### src/rtl/uart_aim_rx.sv
// 8N1 UART receiver with an ASCII "d<num>" / "q<num>" line parser.
// Each committed command updates the selected signed current target.
module uart_aim_rx #(
    parameter logic [15:0] CLK_DIV = 16'd320,
    parameter logic [15:0] LIMIT   = 16'd4000
) (
    input  logic               clk,
    input  logic               rst,
    input  logic               i_uart_rx,
    output logic               o_en,
    output logic signed [15:0] o_id_aim,
    output logic signed [15:0] o_iq_aim,
    output logic               o_err
);

    typedef enum logic [2:0] {R_IDLE, R_START, R_DATA, R_STOP, R_WAITHI} rx_state_e;
    typedef enum logic [1:0] {P_IDLE, P_SIGN, P_DIGIT, P_DISCARD} p_state_e;

    localparam logic [15:0] HALF = CLK_DIV / 16'd2;

    logic        rx_meta_q, rx_sync_q, rx_prev_q;
    rx_state_e   r_state_q, r_state_d;
    logic [15:0] cnt_q, cnt_d;
    logic [2:0]  bit_q, bit_d;
    logic [7:0]  shreg_q, shreg_d;
    logic        byte_valid, frame_err;

    p_state_e    p_state_q, p_state_d;
    logic        sel_q, sel_d;
    logic        neg_q, neg_d;
    logic [16:0] acc_q, acc_d;
    logic [2:0]  ndig_q, ndig_d;
    logic        commit, perr;

    logic signed [15:0] id_q, iq_q;
    logic        en_q, err_q;

    logic        is_digit, is_term, is_sep;
    logic [3:0]  digit;
    logic [20:0] acc_prod;
    logic [16:0] acc_sat;
    logic [15:0] mag, value;

    // Receiver: counter runs down to zero, each zero is a sample point.
    always_comb begin
        r_state_d  = r_state_q;
        cnt_d      = (cnt_q != 16'd0) ? cnt_q - 16'd1 : cnt_q;
        bit_d      = bit_q;
        shreg_d    = shreg_q;
        byte_valid = 1'b0;
        frame_err  = 1'b0;
        case (r_state_q)
            R_IDLE: begin
                if (rx_prev_q && !rx_sync_q) begin
                    r_state_d = R_START;
                    cnt_d     = HALF - 16'd1;
                end
            end
            R_START: begin
                if (cnt_q == 16'd0) begin
                    if (rx_sync_q) begin
                        r_state_d = R_IDLE;
                    end else begin
                        r_state_d = R_DATA;
                        cnt_d     = CLK_DIV - 16'd1;
                        bit_d     = 3'd0;
                    end
                end
            end
            R_DATA: begin
                if (cnt_q == 16'd0) begin
                    shreg_d = {rx_sync_q, shreg_q[7:1]};
                    cnt_d   = CLK_DIV - 16'd1;
                    if (bit_q == 3'd7) begin
                        r_state_d = R_STOP;
                    end else begin
                        bit_d = bit_q + 3'd1;
                    end
                end
            end
            R_STOP: begin
                if (cnt_q == 16'd0) begin
                    if (rx_sync_q) begin
                        byte_valid = 1'b1;
                        r_state_d  = R_IDLE;
                    end else begin
                        frame_err = 1'b1;
                        r_state_d = R_WAITHI;
                    end
                end
            end
            R_WAITHI: begin
                if (rx_sync_q) begin
                    r_state_d = R_IDLE;
                end
            end
            default: r_state_d = R_IDLE;
        endcase
    end

    assign is_digit = (shreg_q >= 8'h30) && (shreg_q <= 8'h39);
    assign is_term  = (shreg_q == 8'h0D) || (shreg_q == 8'h0A);
    assign is_sep   = is_term || (shreg_q == 8'h20);
    assign digit    = shreg_q[3:0];
    assign acc_prod = ({4'd0, acc_q} * 21'd10) + {17'd0, digit};
    assign acc_sat  = (acc_prod > 21'd99999) ? 17'd99999 : acc_prod[16:0];
    assign mag      = (acc_q > {1'b0, LIMIT}) ? LIMIT : acc_q[15:0];
    assign value    = neg_q ? (16'd0 - mag) : mag;

    always_comb begin
        p_state_d = p_state_q;
        sel_d     = sel_q;
        neg_d     = neg_q;
        acc_d     = acc_q;
        ndig_d    = ndig_q;
        commit    = 1'b0;
        perr      = 1'b0;
        if (byte_valid) begin
            case (p_state_q)
                P_IDLE: begin
                    if (shreg_q == 8'h64 || shreg_q == 8'h44 ||
                        shreg_q == 8'h71 || shreg_q == 8'h51) begin
                        sel_d     = (shreg_q == 8'h71) || (shreg_q == 8'h51);
                        neg_d     = 1'b0;
                        acc_d     = '0;
                        ndig_d    = '0;
                        p_state_d = P_SIGN;
                    end else if (!is_sep) begin
                        perr      = 1'b1;
                        p_state_d = P_DISCARD;
                    end
                end
                P_SIGN: begin
                    if (shreg_q == 8'h2D && !neg_q) begin
                        neg_d = 1'b1;
                    end else if (is_digit) begin
                        acc_d     = {13'd0, digit};
                        ndig_d    = 3'd1;
                        p_state_d = P_DIGIT;
                    end else if (is_term) begin
                        perr      = 1'b1;
                        p_state_d = P_IDLE;
                    end else begin
                        perr      = 1'b1;
                        p_state_d = P_DISCARD;
                    end
                end
                P_DIGIT: begin
                    if (is_digit) begin
                        if (ndig_q == 3'd5) begin
                            perr      = 1'b1;
                            p_state_d = P_DISCARD;
                        end else begin
                            acc_d  = acc_sat;
                            ndig_d = ndig_q + 3'd1;
                        end
                    end else if (is_term) begin
                        commit    = 1'b1;
                        p_state_d = P_IDLE;
                    end else begin
                        perr      = 1'b1;
                        p_state_d = P_DISCARD;
                    end
                end
                P_DISCARD: begin
                    if (is_term) begin
                        p_state_d = P_IDLE;
                    end
                end
                default: p_state_d = P_IDLE;
            endcase
        end
    end

    always_ff @(posedge clk) begin
        if (rst) begin
            rx_meta_q <= 1'b1;
            rx_sync_q <= 1'b1;
            rx_prev_q <= 1'b1;
            r_state_q <= R_IDLE;
            cnt_q     <= '0;
            bit_q     <= '0;
            shreg_q   <= '0;
            p_state_q <= P_IDLE;
            sel_q     <= 1'b0;
            neg_q     <= 1'b0;
            acc_q     <= '0;
            ndig_q    <= '0;
            id_q      <= '0;
            iq_q      <= '0;
            en_q      <= 1'b0;
            err_q     <= 1'b0;
        end else begin
            rx_meta_q <= i_uart_rx;
            rx_sync_q <= rx_meta_q;
            rx_prev_q <= rx_sync_q;
            r_state_q <= r_state_d;
            cnt_q     <= cnt_d;
            bit_q     <= bit_d;
            shreg_q   <= shreg_d;
            p_state_q <= p_state_d;
            sel_q     <= sel_d;
            neg_q     <= neg_d;
            acc_q     <= acc_d;
            ndig_q    <= ndig_d;
            en_q      <= commit;
            err_q     <= frame_err | perr;
            if (commit && !sel_q) id_q <= value;
            if (commit && sel_q)  iq_q <= value;
        end
    end

    assign o_en     = en_q;
    assign o_err    = err_q;
    assign o_id_aim = id_q;
    assign o_iq_aim = iq_q;

endmodule
### config.mk
export PLATFORM = sky130hd
export DESIGN_NAME = uart_aim_rx
export DESIGN_NICKNAME = d
export VERILOG_FILES = /design/src/rtl/uart_aim_rx.sv
export SDC_FILE = /design/constraint.sdc
export NUM_CORES = 1
export LEC_CHECK = 0
export CAP_MARGIN = 40
export CORE_MARGIN = 3
export CORE_UTILIZATION = 40
export CTS_CLUSTER_DIAMETER = 30
export DETAILED_ROUTE_END_ITERATION = 12
export HOLD_SLACK_MARGIN = 0.12
export PLACE_DENSITY = 0.61
export SLEW_MARGIN = 5
export SYNTH_ARGS = -nofsm -noshare
export SYNTH_HDL_FRONTEND = slang
export SYNTH_SLANG_ARGS = --single-unit
### constraint.sdc
create_clock -name clk -period 4.16 [get_ports clk]
set_input_delay 0.832 -clock clk [delete_from_list [all_inputs] [get_ports clk]]
set_output_delay 0.832 -clock clk [all_outputs]
set_load 0.005 [all_outputs]
---- After elaboration in Yosys (flattened, before gate mapping) ----
Cells that the tools add are included.
word-level totals
  word-level logic and storage cells ...... 155
  input port bits ......................... 3
  register bits ........................... 91
  output and inout bits ................... 34
operators by class
  add/subtract/negate cells ............... 5
  reduce and logical (&&, ||, !) cells .... 28
  magnitude comparators ................... 4
  multipliers ............................. 1
  muxes and demuxes ....................... 66
  bitwise operators ....................... 1
  equal/unequal tests ..................... 34
operator list
  cell                                                                                  count
  16-bit two-way mux                                                                    7
  17-bit two-way mux                                                                    6
  17-bit case mux with 3 select lines                                                   1
  3-bit two-way mux                                                                     16
  16-bit case mux with 3 select lines                                                   1
  8-bit by 7-bit == test with 1-bit output (second input constant)                      4
  2-bit != test (second input constant)                                                 15
  21-bit by 4-bit adder with 21-bit output                                              1
  21-bit by 17-bit greater-than comparator with 1-bit output (second input constant)    1
  17-bit by 3-bit multiplier with 20-bit output (second input constant)                 1
  1-bit two-way mux                                                                     20
  2-bit two-way mux                                                                     9
  17-bit by 12-bit greater-than comparator with 1-bit output (second input constant)    1
  8-bit by 4-bit == test with 1-bit output (second input constant)                      2
  8-bit by 6-bit == test with 1-bit output (second input constant)                      2
  16-bit logical NOT                                                                    1
  16-bit nonzero test                                                                   1
  1-bit by 16-bit subtractor with 16-bit output (first input constant)                  1
  16-bit by 1-bit subtractor with 16-bit output (second input constant)                 1
  3-bit case mux with 5 select lines                                                    1
  5-bit AND reduction                                                                   2
  3-bit == test (second input constant)                                                 3
  3-bit case mux with 3 select lines                                                    1
  8-bit by 6-bit greater-or-equal comparator with 1-bit output (second input constant)  1
  other kinds (24)                                                                      40

---- Depth between registers and ports, before layout ----
Gate-level depths: netlist of the first run.
  depth in word-level cells ............... 8
  gate-level depth with buffers ........... 16
  mapped depth without buffers ............ 15

---- Worst setup path after synthesis of the first run ----
No wires, ideal clock.
  kind .................................... register -> register
  start point ............................. reg acc_q[1]
  end point ............................... reg acc_q[11]
  clock period less this slack ............ 4.338 ns
  library setup time ...................... 0.069 ns
  required time ........................... 4.091 ns
  stages on the path, launching flop included .. 15
  path buffers ............................ 1
  slack ................................... -0.178 ns
  arrival ................................. 4.269 ns
  cell sequence ........................... dfxtp_1 > ha_1 > ha_1 > fa_1 > a21o_1 > and4_1 > o31a_1 > a311oi_1 > nor4_4 > nand4_2 > mux2_1 > or3b_1 > buf_2 > or4_1 > o21ai_1
between the ends
  longest elaborated chain between the ends .. 7
RTL lines
  what                                                        RTL line  text
  from (decl)                                                 31        logic [16:0] acc_q, acc_d;
  from (signal assigned)                                      187       acc_q <= '0;
  from (signal assigned)                                      204       acc_q <= acc_d;
  17-bit by 3-bit multiplier with 20-bit output (*)           105       assign acc_prod = ({4'd0, acc_q} * 21'd10) + {17'd0, digit};
  21-bit by 4-bit adder with 21-bit output (*)                105
  21-bit by 17-bit greater-than comparator with 1-bit output  106       assign acc_sat = (acc_prod > 21'd99999) ? 17'd99999 : acc_prod[16:0];
  17-bit two-way mux (*)                                      106
  17-bit two-way mux (*)                                      150       if (ndig_q == 3'd5) begin
  17-bit two-way mux (*)                                      149       if (is_digit) begin
  17-bit case mux with 3 select lines (*)                     119       case (p_state_q)
Mark *: on every way between the ends. The rest lies on a longest branch, timed or not. The select of a mux whose other input is x is not followed.
A chain may end at the register's enable or synchronous reset.

---- Worst setup path in the final report of the first run ----
  start point ............................. reg acc_q[4]
  end point ............................... reg acc_q[11]
The elaborated chain is that of the path after synthesis.

==> results.txt, run 1 <==
Pin count of the biggest net entering global routing -> 48
Crit path buffers/inverters -> 2
Drt pass-1 iters -> 6
Max transition margin -> 54.6%
Crit-path leading delay family -> simple AND/OR/NAND/NOR gates
RR Startpoint -> acc_q[4]
Startpoint Class -> flip-flop
Die Width -> 128 microns
GR Overflow Total -> 0
Setup CP Type -> flip-flop to flip-flop
CTS sink cnt -> 91
Layout cells sized above 1 -> 10.7%
Setup Viol. Count Final -> 0
Io pins -> 37
Fin Clk Skew -> 0.0103 ns
Slowest-stage cell, CP -> or4_1
Die height -> 128 microns
Sw frac -> 30.0%
Pre-CTS WS -> 0.0403 ns
Critical path data arrival time -> 4.23 ns
HPWL after DPL -> 11.5 mm
Met2 usage -> 30.0%
Growth of design area from synthesis to finish -> 18.4%
DRT iter0 DRCs -> 402
Status -> complete, no violations
Post-synthesis cell type count -> 68
Critical Path RT -> 4.43 ns
Final ANT Viol Nets -> 0
CP Max Fanout -> 7
Filler Cells Inserted -> 1372
All-layer global routing usage -> 18.5%
Maximum vdd drop -> 0.259 mV
Crit path from -> acc_q[4]
Critical path depth -> 14
Worst Hold Class -> flip-flop to flip-flop
Clk buf depth -> 2
Worst setup margin -> 0.199 ns
FF-to-FF path depth -> 14
Async SR Flop Fraction -> 0%
Flop2flop setup slack -> 0.20 ns
CP Capture Type -> flip-flop
CTS tree -> yes
Leak pwr -> 2.81 nW
Seq cells post-synth -> 91
Hold_ws -> 0.417 ns
Worst-path clk slew -> 0.06 ns
M1 GR Usage -> 25.4%
Post-Synth Simple-Gate Area -> 27.3%
Area post-placement -> 0.00669 sq mm
Initial antenna violation count -> 0
Worst-margin pin slew -> 0.676 ns
Critical path cell sequence -> buf_4, ha_1, ha_1, a21oi_1, o22ai_2, nor2_1, o311ai_1, buf_4, nor4_4, nand4_2, mux2_1, or3b_4, or4_1, o21ai_1
TritonCTS Buffers -> 9
ANT cells -> 0
Core ar. -> 0.0146 sq mm
Post-synthesis adder-cell area fraction -> 10.3%
Reg-to-Reg End -> acc_q[11]
Pwr Density -> 325 mW/mm^2
Clk_lat worst skew -> 0.34 ns
Warnings, synthesis -> 0
Critical Path End -> acc_q[11]
Syn Area/Cell -> 7.67 sq um
Via count -> 5658
Slew Limit Fails -> 0
Final wirelength -> 15.1 mm
Num rows -> 44
GRT busiest layer -> met2
Final Cell Area -> 0.00708 sq mm
Min cycle time layout -> 3.96 ns
Die area -> 0.0164 sq mm
Largest family of logic cells by synthesized area -> simple AND/OR/NAND/NOR gates
RePlAce Congestion -> 0.863
Seq/Total Area, Yosys -> 30.5%
Max_cap viols -> 0
Net Sw Power -> 0.690 mW
Clock power share -> 34.1%
First-pass GRT wire length -> 25.5 mm
Cells after synthesis -> 779
XOR/XNOR Fraction of Synth Area -> 5.42%
Initial Util -> 41.0%
Setup TNS -> 0 ns
Combinational Power Share -> 21.5%
Hold Buf Count CTS -> 0
Post-route clock period utilization -> 95.2%
FMAX -> 252 MHz
Flop pwr share -> 44.4%
GR Util met3 -> 3.83%
Mapped Nets -> 830
CTS root buf -> clkbuf_16
Number of synthesized flops with an enable pin -> 0
Netlist Area Pre-Place -> 0.00598 sq mm
Avg WL per Cell -> 14.9 microns
Crit path largest cell delay -> 0.50 ns
Fin nets -> 877
Vias in the first global route -> 5295
Post-synthesis mux area share -> 2.37%
Top_reg_cell synth -> dfxtp_1
Buffers on Ports -> 36
Detailed-route DRC error count -> 0
Power Internal -> 1.61 mW
CTS H-tree depth -> 3
Compound-cell area share of the yosys netlist -> 20.7%
Final count of hold timing violations -> 0
Vias per cell -> 5.58
==> layout make-up <==
| type | count | area [sq um] | area share, % |
|---|---|---|---|
| sequential | 91 | 1820 | 25.7 |
| timing repair buffer | 71 | 622 | 8.79 |
| inverter | 19 | 71.3 | 1.01 |
| tap | 184 | 230 | 3.25 |
| clock inverter | 3 | 21.3 | 0.301 |
| clock buffer | 12 | 267 | 3.77 |
| multi-input combinational | 634 | 4040 | 57.1 |
==> cells in the mapped netlist (all sizes together), types with 3 or more instances <==
library cell    n  area, sq um
nor3           29          150
nand4           8         62.6
nor2           93          349
xor2           21          184
dfxtp          91         1820
a22o            5         43.8
nand3          23          120
or4             6         45.0
nand2         117          439
and2            4         25.0
nand2b         11         68.8
and3b           4         35.0
nand3b          4         30.0
a21o            5         37.5
o22ai           4         25.0
ha             46          576
a31o            4         35.0
buf             5         26.3
o211ai          5         37.5
and3            5         31.3
o21a            9         67.6
nor3b           4         30.0
nor2b           7         43.8
o21ai          29          145
a41o            3         30.0
inv            19         71.3
xnor2          16          140
nor4           10         77.6
o31ai           5         37.5
clkbuf         30          113
a221oi          9         78.8
a211oi          7         57.6
mux2i          13          130
a31oi           7         43.8
or2             6         37.5
or3             5         31.3
a21oi          77          385
==> layer usage <==
| metal | up-vias | part of all wire (%) |
|---|---|---|
| li1 | 2884 | - |
| met1 | 2640 | 49 |
| met2 | 126 | 46 |
| met3 | 8 | 5.0 |
| met4 | 0 | 0.71 |
| met5 | - | 0 |
==> worst min path at each step <==
| stage | from | end | cells past startpoint |
|---|---|---|---|
| final | rx_meta_q | rx_sync_q | 1 |
| after global routing | rx_meta_q | rx_sync_q | 1 |
| after CTS | rx_meta_q | rx_sync_q | 1 |
| after detailed placement | rx_meta_q | rx_sync_q | 1 |
| after global placement | rx_meta_q | rx_sync_q | 1 |
| after floorplan | rx_meta_q | rx_sync_q | 1 |
==> flip-flops by register name, summed over array words and instances (netlist names) <==
register	flops
ndig_q	3
rx_meta_q	1
neg_q	1
p_state_q	2
acc_q	17
o_iq_aim	16
rx_prev_q	1
o_err	1
o_en	1
shreg_q	8
r_state_q	3
cnt_q	16
rx_sync_q	1
sel_q	1
o_id_aim	16
bit_q	3
==> power groups by stage <==
stage	clock [mW]	combinational, mW	sequential [mW]
2_1_floorplan	0	0.423	1.02
3_3_place_gp	0	0.479	1.03
3_5_place_dp	0	0.492	1.04
4_1_cts	0.803	0.494	1.02
5_1_grt	0.839	0.566	1.03
6_report	0.785	0.494	1.02
==> layout by cell type, fill, tap and decap left out, types with 6 or more instances in the layout <==
cell type / synthesis / final
ha_1: 46 / 44
nand2b_1: 11 / 11
a21oi_1: 77 / 74
inv_1: 19 / 19
nor3_1: 28 / 28
mux2i_1: 13 / 13
nor2b_1: 7 / 7
a221oi_1: 9 / 7
a211oi_1: 6 / 6
clkdlybuf4s50_1: 0 / 35
nand3_1: 22 / 22
nand2_1: 117 / 117
clkbuf_16: 0 / 9
o21ai_0: 26 / 26
o21a_1: 9 / 9
nor2_1: 93 / 93
xnor2_1: 16 / 16
or4_1: 6 / 6
xor2_1: 21 / 19
nand4_1: 6 / 6
buf_4: 1 / 34
dfxtp_1: 91 / 91
a31oi_1: 7 / 7
or2_2: 6 / 6
==> kinds of logic after synthesis <==
| family | Yosys count |
|---|---|
| xor+xnor | 37 |
| fa+ha+maj | 48 |
| flops | 91 |
| mux | 14 |
| buf+inv | 54 |
| compound gates | 193 |
| simple gates | 342 |
==> stage by stage <==
step / power [mW] / utilization [%] / instances
6_report: 2.30 / 48.5 / 1014
5_1_grt: 2.44 / 48.5 / 1014
4_1_cts: 2.32 / 47.8 / 1012
3_5_place_dp: 1.53 / 45.8 / 997
3_3_place_gp: 1.51 / 45.8 / 997
2_1_floorplan: 1.44 / - / 779
==> what timing repair did <==
action | in CTS | in global routing
setup buffers | 0 | 2
setup endpoints to repair | 0 | 17
gates resized for setup | 0 | 18
Power figures use the tool's default switching activity.
==> inputs of run 2 (changes only) <==
--- a/config.mk
+++ b/config.mk
@@ -7,11 +7,11 @@
 export LEC_CHECK = 0
 export CAP_MARGIN = 40
 export CORE_MARGIN = 3
-export CORE_UTILIZATION = 40
+export CORE_UTILIZATION = 60
 export CTS_CLUSTER_DIAMETER = 30
 export DETAILED_ROUTE_END_ITERATION = 12
 export HOLD_SLACK_MARGIN = 0.12
-export PLACE_DENSITY = 0.61
+export PLACE_DENSITY = 0.81
 export SLEW_MARGIN = 5
 export SYNTH_ARGS = -nofsm -noshare
 export SYNTH_HDL_FRONTEND = slang
==> constraint.sdc (replaced) <==
create_clock -name clk -period 4.05 [get_ports clk]
set_input_delay 0.81 -clock clk [delete_from_list [all_inputs] [get_ports clk]]
set_output_delay 0.81 -clock clk [all_outputs]
set_load 0.005 [all_outputs]
==> results.txt, run 2 (synthesized netlist as in run 1, its figures left out) <==
CTS root buf -> clkbuf_8
Die Width -> 106 microns
Drt pass-1 iters -> 6
Worst-path clk slew -> 0.11 ns
Worst-margin pin slew -> 0.787 ns
Final Cell Area -> 0.00703 sq mm
Core ar. -> 0.00946 sq mm
Most frequent cells in the layout -> nand2_1, nor2_1, dfxtp_1, a21oi_1, ha_1
RePlAce Congestion -> 0.873
Die height -> 106 microns
Most common cell after layout, fill and taps aside -> nand2_1
Die area -> 0.0112 sq mm
Initial Util -> 63.2%
Layout cells sized above 1 -> 12.2%
FF-to-FF path depth -> 14
CTS H-tree depth -> 3
RR Startpoint -> acc_q[2]
Critical path data arrival time -> 4.26 ns
FMAX -> 252 MHz
CTS sink cnt -> 91
Hold path depth -> 1
Critical Path End -> acc_q[5]
DP Cell Count -> 945
Reg-to-Reg End -> acc_q[5]
Setup CP Type -> flip-flop to flip-flop
Via count -> 6005
Detailed-route DRC error count -> 0
Num rows -> 35
Final count of hold timing violations -> 0
Max transition margin -> 47.0%
Final ANT Viol Nets -> 0
Pre-CTS WS -> -0.0421 ns
Max_cap viols -> 0
Flop2flop setup slack -> 0.09 ns
Leak pwr -> 2.80 nW
TritonCTS Buffers -> 9
Vias in the first global route -> 5564
Maximum vdd drop -> 0.227 mV
Startpoint Class -> flip-flop
Post-route clock period utilization -> 97.9%
CP Max Fanout -> 9
Critical path cell sequence -> ha_1, ha_4, fa_2, a211o_1, a21oi_2, o211ai_1, a31o_2, xor2_2, nand4_2, mux2_1, or3b_4, buf_4, nor4_2, a22o_1
Clk_lat worst skew -> 0.36 ns
Area post-placement -> 0.00664 sq mm
Setup Viol. Count Final -> 0
Pwr Density -> 324 mW/mm^2
Clk buf depth -> 2
Crit path largest cell delay -> 0.41 ns
GR Overflow Total -> 0
Io pins -> 37
Slowest-stage cell, CP -> or3b_4
Fin Clk Skew -> 0.0247 ns
Growth of design area from synthesis to finish -> 17.6%
Critical Path RT -> 4.35 ns
Sw frac -> 33.8%
Initial antenna violation count -> 0
Final wirelength -> 16.0 mm
Most flop-heavy register -> acc_q
HPWL after DPL -> 11.9 mm
Fin nets -> 882
Net Sw Power -> 0.771 mW
Non-Filler Instances -> 965
CP Capture Type -> flip-flop
Pin count of the biggest net entering global routing -> 47
All-layer global routing usage -> 28.4%
Crit path from -> acc_q[2]
Status -> complete, no violations
Power Internal -> 1.51 mW
First-pass GRT wire length -> 26.6 mm
Clock power share -> 29.3%
Flop pwr share -> 46.1%
DRT iter0 DRCs -> 600
Min cycle time layout -> 3.96 ns
CTS tree -> yes
Buffers on Ports -> 36
Worst setup margin -> 0.0866 ns
Max FFs per register -> 17
Vias per cell -> 6.22
Slew Limit Fails -> 0
Avg WL per Cell -> 16.6 microns
ANT cells -> 0
Worst Hold Class -> flip-flop to flip-flop
Combinational Power Share -> 24.7%
-- run 2: cell types whose count changed in the layout (fill, tap and decap cells not counted), sizes merged --
cell,delta
buf,+5
clkbuf,-2
inv,+2
bufinv,+1
-- run 2: worst min-delay path by stage --
stage	from	endpoint	slack (ns)
floorplan	rx_meta_q	rx_sync_q	0.39
global placement	rx_meta_q	rx_sync_q	0.40
detailed placement	rx_meta_q	rx_sync_q	0.41
CTS	rx_meta_q	rx_sync_q	0.43
global route	rx_meta_q	rx_sync_q	0.44
finish	rx_meta_q	rx_sync_q	0.43
-- run 2: critical path: cells and delay by family, from the launching register on --
kind	cells	cell delay (ns)
AND/OR/NAND/NOR	3	0.83
XOR/XNOR	1	0.16
multiplexers	1	0.34
AO/OA/AOI/OAI	5	1.22
flip-flops	1	0.38
adder cells (fa/ha/maj)	3	0.79
buffers and inverters	1	0.19
-- run 2: per-stage QoR --
step                      hold WS, ns  setup TNS, ns  utilization [%]  total power [mW]
after global routing            0.444        -0.0843             74.3              2.40
final                           0.428              0             74.3              2.28
after CTS                       0.435              0             72.8              2.27
after floorplan                 0.389              0                -              1.48
after detailed placement        0.405        -0.0808             70.2              1.62
after global placement          0.398              0             70.2              1.57
-- run 2: timing repair --
| action | CTS | global route |
|---|---|---|
| setup buffers | 2 | 2 |
| resized for setup | 3 | 26 |
| hold buffers | 0 | 0 |
| endpoints found under the setup margin | 7 | 16 |
| pin swaps | 4 | 7 |
-- run 2: power by group through the flow --
stage / Sequential [mW] / Combinational, mW / Clock [mW]
after floorplan: 1.04 / 0.435 / 0
after global placement: 1.06 / 0.510 / 0
after detailed placement: 1.07 / 0.546 / 0
after CTS: 1.05 / 0.551 / 0.671
after global routing: 1.06 / 0.624 / 0.714
final: 1.05 / 0.563 / 0.668
-- run 2: layer usage --
metal	GRT usage, %	up-vias	part of all wire [%]
li1	-	2904	-
met1	39.1	2826	45
met2	45.9	239	46
met3	4.10	36	6.8
met4	8.70	0	2.4
met5	0	-	0
-- run 2: layout make-up --
class | instances | area (sq um)
Sequential cell | 91 | 1830
Fill cell | 701 | 2430
Timing Repair Buffer | 76 | 656
Clock inverter | 6 | 80.1
Multi-Input combinational cell | 634 | 4100
Clock buffer | 10 | 138
Tap cell | 129 | 161
Inverter | 19 | 71.3
==> inputs of run 3 (changes only) <==
--- a/config.mk
+++ b/config.mk
@@ -5,13 +5,14 @@
 export SDC_FILE = /design/constraint.sdc
 export NUM_CORES = 1
 export LEC_CHECK = 0
-export CAP_MARGIN = 40
+export CELL_PAD_IN_SITES_DETAIL_PLACEMENT = 1
+export CELL_PAD_IN_SITES_GLOBAL_PLACEMENT = 1
 export CORE_MARGIN = 3
-export CORE_UTILIZATION = 60
+export CORE_UTILIZATION = 45
 export CTS_CLUSTER_DIAMETER = 30
 export DETAILED_ROUTE_END_ITERATION = 12
 export HOLD_SLACK_MARGIN = 0.12
-export PLACE_DENSITY = 0.81
+export PLACE_DENSITY = 0.82
 export SLEW_MARGIN = 5
 export SYNTH_ARGS = -nofsm -noshare
 export SYNTH_HDL_FRONTEND = slang
==> results.txt, run 3 (synthesized netlist as in run 1, its figures left out) <==
Status -> complete, no violations
Clk buf depth -> 2
Pwr Density -> 348 mW/mm^2
Critical Path RT -> 4.27 ns
Final Cell Area -> 0.00722 sq mm
Crit-path leading delay family -> simple AND/OR/NAND/NOR gates
CTS H-tree depth -> 3
Most flop-heavy register -> acc_q
Hold Buf Count CTS -> 0
Worst Hold Class -> flip-flop to flip-flop
Critical path data arrival time -> 4.23 ns
Post-Route Utilization -> 56.3%
GR Overflow Total -> 0
Die area -> 0.0147 sq mm
Layout cells sized above 1 -> 12.3%
TritonCTS Buffers -> 9
Met2 usage -> 45.4%
Final ANT Viol Nets -> 0
Setup Viol. Count Final -> 0
Fin Clk Skew -> 0.0110 ns
Crit path buffers/inverters -> 1
Setup CP Type -> flip-flop to flip-flop
Max_cap viols -> 0
Slowest-stage cell, CP -> or3b_4
Clk_lat worst skew -> 0.36 ns
FMAX -> 250 MHz
HPWL after DPL -> 14.1 mm
Min cycle time layout -> 4.00 ns
Fin nets -> 882
Avg WL per Cell -> 19.6 microns
Final count of hold timing violations -> 0
All-layer global routing usage -> 26.2%
Critical path cell sequence -> ha_4, ha_4, fa_2, a211o_1, a211oi_2, nand4_2, nor4_4, nand4_2, mux2_4, or3b_4, buf_8, nor3_1, a21oi_1
ANT cells -> 0
GR Util met3 -> 4.90%
Most common cell after layout, fill and taps aside -> nand2_1
Initial antenna violation count -> 0
Crit path largest cell delay -> 0.45 ns
Buffers on Ports -> 36
Drt pass-1 iters -> 5
CP Max Fanout -> 8
Final wirelength -> 19.7 mm
Pin count of the biggest net entering global routing -> 64
Hold_ws -> 0.417 ns
CTS tree -> yes
Initial Util -> 46.6%
Growth of design area from synthesis to finish -> 20.8%
CTS sink cnt -> 91
Non-Filler Instances -> 1008
M1 GR Usage -> 32.8%
Core ar. -> 0.0128 sq mm
Post-route clock period utilization -> 98.8%
GRT busiest layer -> met2
Worst-path clk slew -> 0.07 ns
CTS root buf -> clkbuf_16
Final Power -> 2.51 mW
Worst-margin pin slew -> 0.999 ns
DP Cell Count -> 988
Via count -> 6168
Max FFs per register -> 17
Vias per cell -> 6.12
Slew Limit Fails -> 0
Io pins -> 37
Startpoint Class -> flip-flop
Die Width -> 121 microns
DRT iter0 DRCs -> 384
Most frequent cells in the layout -> nand2_1, nor2_1, dfxtp_1, a21oi_1, ha_1
Vias in the first global route -> 6358
Die height -> 121 microns
RePlAce Congestion -> 0.994
Maximum vdd drop -> 0.220 mV
First-pass GRT wire length -> 31.2 mm
Detailed-route DRC error count -> 0
Area post-placement -> 0.00670 sq mm
Num rows -> 41
Max transition margin -> 33.1%
CP Capture Type -> flip-flop
Leak pwr -> 2.87 nW
-- run 3: metrics by stage --
step | setup slack (ns) | setup TNS, ns
after floorplan | 0.000388 | 0
after global placement | 0.0249 | 0
after detailed placement | -0.0791 | -0.249
after CTS | -0.0323 | -0.0411
after global routing | -0.133 | -0.550
final | 0.0468 | 0
-- run 3: where the power goes --
group / switching [mW] / internal (mW)
logic: 0.366 / 0.238
registers: 0.0863 / 0.971
clock network: 0.377 / 0.471
-- run 3: routing by layer --
layer  vias to the layer above  routed length, microns
met5                         -                       0
met4                         0                     412
met1                      3077                    8560
li1                       2894                       -
met3                        35                     944
met2                       162                    9790
-- run 3: area by class of cell --
type / instances / area, sq um
Clock inverter: 4 / 31.3
Fill cell: 1545 / 5600
Clock buffer: 12 / 267
Multi-Input combinational cell: 634 / 4130
Tap cell: 172 / 215
Sequential cell: 91 / 1830
Timing Repair Buffer: 76 / 681
Inverter: 19 / 71.3
-- run 3: worst register-to-register path, stage by stage, from the launching register on --
cell	delay, ns
dfxtp_2	0.34
ha_4	0.24
ha_4	0.16
fa_2	0.40
a211o_1	0.41
a211oi_2	0.27
nand4_2	0.20
nor4_4	0.33
nand4_2	0.13
mux2_4	0.31
or3b_4	0.45
buf_8	0.17
nor3_1	0.31
a21oi_1	0.14
-- run 3: final timing paths --
kind | from | to | slack (ns) | cells past startpoint
worst min-delay path | rx_meta_q | rx_sync_q | 0.42 | 1
worst max register to register | acc_q[1] | acc_q[1] | 0.05 | 13
worst max-delay path | acc_q[1] | acc_q[1] | 0.05 | 13
worst min register to register | rx_meta_q | rx_sync_q | 0.42 | 1
-- run 3: repair_timing --
| action | 4_1_cts | 5_1_grt |
|---|---|---|
| buffers inserted | 1 | 2 |
| gates resized for setup | 6 | 27 |
| cloned | 0 | 1 |
| pin swaps | 4 | 13 |
| endpoints found under the setup margin | 6 | 16 |
